$ cat src/rtl/im_loader.sv
// Instruction-memory loader: takes 32-bit words over a valid/ready port and writes them
// as four little-endian byte writes. Optional running checksum port: IM_LOADER_CHECKSUM_EN.
module im_loader #(
  parameter int unsigned MEM_BYTES = 44
) (
  input  logic        clk,
  input  logic        rst_n,
  input  logic        start,
  input  logic [31:0] base_addr,
  input  logic        word_valid,
  input  logic [31:0] word_data,
  input  logic        word_last,
  output logic        word_ready,
  output logic        mem_we,
  output logic [31:0] mem_addr,
  output logic [7:0]  mem_wdata,
  output logic        busy,
  output logic        done,
  output logic        overflow,
  output logic [2:0]  dbg_state
`ifdef IM_LOADER_CHECKSUM_EN
  ,
  output logic [31:0] checksum
`endif
);

  localparam logic [2:0] ST_IDLE   = 3'd0;
  localparam logic [2:0] ST_ACCEPT = 3'd1;
  localparam logic [2:0] ST_WRITE  = 3'd2;
  localparam logic [2:0] ST_DONE   = 3'd3;
  localparam logic [2:0] ST_ERR    = 3'd4;

  localparam logic [32:0] LAST_ADDR = 33'(MEM_BYTES - 1);

  logic [2:0]  state_q, state_d;
  logic [31:0] cur_addr_q, cur_addr_d;
  logic [1:0]  idx_q, idx_d;
  logic [31:0] word_q, word_d;
  logic        last_q, last_d;
  logic [31:0] mem_addr_q, mem_addr_d;
  logic [7:0]  mem_wdata_q, mem_wdata_d;
  logic        ovf_q, ovf_d;

  logic [32:0] end_addr;
  logic        word_fits;
  logic        xfer;
  logic [1:0]  next_idx;

  // Handshake: a word transfers on a rising edge where word_valid && word_ready are both
  // high; word_ready is a pure decode of ACCEPT, so it never depends on word_valid.
  assign word_ready = (state_q == ST_ACCEPT);
  assign xfer       = word_ready && word_valid;

  // The range check uses 33 bits so an address near 2^32 cannot wrap into range.
  assign end_addr  = {1'b0, cur_addr_q} + 33'd3;
  assign word_fits = (end_addr <= LAST_ADDR);
  assign next_idx  = idx_q + 2'd1;

  assign mem_we    = (state_q == ST_WRITE);
  assign mem_addr  = mem_addr_q;
  assign mem_wdata = mem_wdata_q;
  assign busy      = (state_q != ST_IDLE);
  assign done      = (state_q == ST_DONE);
  assign overflow  = ovf_q;
  assign dbg_state = state_q;

`ifdef IM_LOADER_CHECKSUM_EN
  logic [31:0] csum_q, csum_d;
  assign checksum = csum_q;
`endif

  always_comb begin
    state_d     = state_q;
    cur_addr_d  = cur_addr_q;
    idx_d       = idx_q;
    word_d      = word_q;
    last_d      = last_q;
    mem_addr_d  = mem_addr_q;
    mem_wdata_d = mem_wdata_q;
    ovf_d       = ovf_q;
`ifdef IM_LOADER_CHECKSUM_EN
    csum_d      = csum_q;
`endif
    case (state_q)
      ST_IDLE: begin
        if (start) begin
          cur_addr_d = base_addr;
          ovf_d      = 1'b0;
`ifdef IM_LOADER_CHECKSUM_EN
          csum_d     = 32'd0;
`endif
          state_d    = ST_ACCEPT;
        end
      end
      ST_ACCEPT: begin
        if (xfer) begin
          if (word_fits) begin
            // Byte 0 is staged here so it is on the registered outputs in the first WRITE cycle.
            word_d      = word_data;
            last_d      = word_last;
            idx_d       = 2'd0;
            mem_addr_d  = cur_addr_q;
            mem_wdata_d = word_data[7:0];
`ifdef IM_LOADER_CHECKSUM_EN
            csum_d      = csum_q + word_data;
`endif
            state_d     = ST_WRITE;
          end else begin
            state_d = ST_ERR;
          end
        end
      end
      ST_WRITE: begin
        if (idx_q == 2'd3) begin
          cur_addr_d = cur_addr_q + 32'd4;
          idx_d      = 2'd0;
          state_d    = last_q ? ST_DONE : ST_ACCEPT;
        end else begin
          idx_d       = next_idx;
          mem_addr_d  = cur_addr_q + {30'd0, next_idx};
          mem_wdata_d = word_q[{next_idx, 3'b000} +: 8];
        end
      end
      ST_DONE: begin
        state_d = ST_IDLE;
      end
      ST_ERR: begin
        ovf_d   = 1'b1;
        state_d = ST_IDLE;
      end
      default: begin
        state_d = ST_IDLE;
      end
    endcase
  end

  always_ff @(posedge clk or negedge rst_n) begin
    if (!rst_n) begin
      state_q     <= ST_IDLE;
      cur_addr_q  <= 32'd0;
      idx_q       <= 2'd0;
      word_q      <= 32'd0;
      last_q      <= 1'b0;
      mem_addr_q  <= 32'd0;
      mem_wdata_q <= 8'd0;
      ovf_q       <= 1'b0;
    end else begin
      state_q     <= state_d;
      cur_addr_q  <= cur_addr_d;
      idx_q       <= idx_d;
      word_q      <= word_d;
      last_q      <= last_d;
      mem_addr_q  <= mem_addr_d;
      mem_wdata_q <= mem_wdata_d;
      ovf_q       <= ovf_d;
    end
  end

`ifdef IM_LOADER_CHECKSUM_EN
  always_ff @(posedge clk or negedge rst_n) begin
    if (!rst_n) begin
      csum_q <= 32'd0;
    end else begin
      csum_q <= csum_d;
    end
  end
`endif

endmodule

$ cat config.mk
export PLATFORM = sky130hd
export DESIGN_NAME = im_loader
export DESIGN_NICKNAME = d
export VERILOG_FILES = /design/src/rtl/im_loader.sv
export SDC_FILE = /design/constraint.sdc
export NUM_CORES = 1
export LEC_CHECK = 0
export ABC_AREA = 1
export ABC_CLOCK_PERIOD_IN_PS = 2900
export CORE_MARGIN = 2
export CORE_UTILIZATION = 54
export DETAILED_ROUTE_END_ITERATION = 16
export PLACE_DENSITY = 0.81
export SLEW_MARGIN = 15
export SYNTH_ARGS = -nofsm -noshare
export SYNTH_HDL_FRONTEND = slang
export SYNTH_SLANG_ARGS = --single-unit
$ cat constraint.sdc
create_clock -name clk -period 2.9 [get_ports clk]
set_input_delay 0.725 -clock clk [delete_from_list [all_inputs] [get_ports clk]]
set_output_delay 0.725 -clock clk [all_outputs]
set_load 0.05 [all_outputs]
==> qor.yml <==
synth:
  synth.distinct_cells: 46
  synthesis.nets: 1081
  synth_area_mm2: 0.00709
  yosys_warnings: 0
  syn_avg_cell_area_um2: 7.05
  synth_edf_count: 0
  syn_inst: 1005
  ys_seq_area_share_pct: 39.2
  synth-async-reset-ratio_pct: 100
  synth-main-ff-cell: "dfrtp_1"
  synth_seq_cells: 111
global_routing:
  gr-total-overflow: 0
  track_usage_pct: 34.5
  grt_antenna_before_repair: 0
  grt_pass1_vias: 6891
  grt_max_degree: 90
  grt_pass1_wl_mm: 37.9
sta:
  setup_viol: 0
  period_needed_ns: 2.75
  hold_violations: 0
  drv_slew: 0
  relSlewSlack_pct: 58.1
  setup_slack_ns: 0.153
  worst_slew_pin_slew_ns: 0.627
  fmax_mhz: 364
  timing.final.crit_share_pct: 94.7
  fin_skew_ns: 0.0123
route:
  vias: 7491
  route.detailed.drc: 0
  avgViaCountPerCell: 5.69
  ant_nets: 0
  firstDrtPassIters: 8
  wl_per_cell_um: 18.0
  drtIter0Drc: 721
  wl_mm: 23.7
clock_network:
  cts.sinks: 111
  cts_buffers: 9
  clk_pin_slew_ns: 0.08
  cts_tree: "yes"
  cts_htree_levels: 3
  cts-root-buf: "clkbuf_16"
  clk_latency_ns: 0.36
  cts_buffer_depth: 2
  cts_hold_buf: 0
die:
  ioPinCount: 117
  die_y_um: 119
  row_count: 41
  die_area_mm2: 0.0141
  start_util_pct: 55.7
  die_width_um: 119
  core_mm2: 0.0127
final_layout:
  final_cells: 1317
  area_growth_pct: 28.0
  antenna_cells: 0
  layout-drive-gt1-share_pct: 10.0
  fin_nets: 1216
critical_path:
  cp_max_fo: 16
  path_class: "register to register"
  worstPathRequired_ns: 3.15
  end_kind: "register"
  cp.arrival_ns: 3.00
  start_kind: "register"
outcome:
  status: "completed"
placed_design:
  port_buffers: 116
  place_ws_ns: 0.119
  dpl.cell_count: 1298
  dpl.hpwl_mm: 18.3
  gp_congestion: 1.02
run:
  maxCapViolations: 0
min_path:
  hold_path_class: "input pin to asynchronous set/reset pin"
power_and_ir_drop:
  p_leak_nw: 4.29
  vdd_drop_max_v: 0.000887
  power_density_mw_per_mm2: 956
==> synthesized netlist by cell type, drive strengths merged, types with 2 or more instances <==
master	number	area share, %
nand2	352	19
and3	2	0.18
a32o	9	1.3
a31oi	3	0.26
nor3	10	0.71
a21oi	22	1.6
o22ai	12	1.1
nor4	3	0.26
o211ai	8	0.85
ha	6	1.1
clkbuf	34	1.8
clkinv	3	0.16
or2	2	0.18
nor2	101	6.0
inv	72	3.8
xor2	38	4.7
nand4	48	4.2
buf	21	2.2
o21ai	64	4.5
dfrtp	111	39
nand3	71	5.4
==> worst max-delay path, stage by stage, from the launching register on <==
cell     delay [ns]
dfrtp_2        0.43
nand2_1        0.15
nor2_4         0.26
nand2_1        0.18
buf_4          0.18
nor3_1         0.27
o21ai_1        0.09
nor2_1         0.09
nand2_1        0.08
nor2_2         0.13
nand3_4        0.13
nor2_8         0.21
nand2_4        0.10
buf_12         0.17
nand2_1        0.08
nand2_1        0.06
==> layout make-up <==
class / instances / area [um^2]
multi-input combinational: 764 / 3780
fill: 1091 / 3650
sequential: 111 / 2780
timing repair buffer: 179 / 1740
inverter: 75 / 284
clock buffer: 10 / 229
tap: 172 / 215
clock inverter: 6 / 45.0
==> through the flow <==
stage	power (W)	setup TNS, ns	instance area [um^2]	hold WS [ns]	utilization, %
2_1_floorplan	0.00557	0	7090	0.429	-
3_3_place_gp	0.00731	0	8740	0.454	68.7
3_5_place_dp	0.00738	0	8740	0.459	68.7
4_1_cts	0.00859	0	9010	0.241	70.8
5_1_grt	0.00919	-0.00473	9070	0.251	71.3
6_report	0.00867	0	9070	0.237	71.3
==> cell usage in the layout, fill, tap and decap left out, drive strengths merged, types with 2 or more instances in the layout <==
cell           count
nor2             101
o211ai             8
nand2            352
a31oi              3
buf               65
o21ai             64
and3               2
a32o               9
o22ai             12
nor3              10
inv               73
ha                 6
nor4               3
or2                2
nand3             71
nand4             48
clkinvlp           2
clkinv             6
xor2              38
clkdlybuf4s50    114
clkbuf            10
dfrtp            111
a21oi             22
==> final timing paths <==
kind / slack [ns] / endpoint / cells past startpoint / startpoint
hold / removal: 0.24 / mem_addr[14] / 1 / rst_n
min in group clk: 0.47 / word_q[2] / 2 / word_q[2]
hold reg to reg: 0.47 / word_q[2] / 2 / word_q[2]
setup / recovery: 0.15 / word_q[22] / 15 / cur_addr_q[6]
max in group asynchronous: 1.86 / cur_addr_q[28] / 2 / rst_n
setup reg to reg: 0.15 / word_q[22] / 15 / cur_addr_q[6]
==> where the power goes <==
part | total [W] | internal (W) | leakage, nW | switching, W
logic | 0.00492 | 0.00166 | 2.74 | 0.00326
clock network | 0.00120 | 0.000589 | 0.130 | 0.000612
registers | 0.00255 | 0.00205 | 1.42 | 0.000501
==> state kept, by name (all words and copies together), names as in the netlist <==
register / count
cur_addr_q: 32
mem_addr: 32
word_q: 32
mem_wdata: 8
dbg_state: 3
idx_q: 2
last_q: 1
overflow: 1
==> metal layers <==
layer  share of wire, %  GRT usage, %
met4                1.9          9.75
met1                 46          52.2
met3                8.6          6.42
met5                  0             0
met2                 44          50.2
==> kinds of logic after synthesis <==
logic type | share of synthesized area, %
xor gates and xnor gates | 4.82
buffers and inverters | 8.00
DFF | 39.2
AOI/OAI and AO/OA | 10.4
muxes | 0.141
and+or+nand+nor | 36.1
adders and majority gates | 1.34
==> what timing repair did <==
action | CTS | global route
setup endpoints to repair | 0 | 75
buffers inserted | 0 | 3
resized for setup | 0 | 12
No activity file was read; power rests on OpenSTA's default activity.
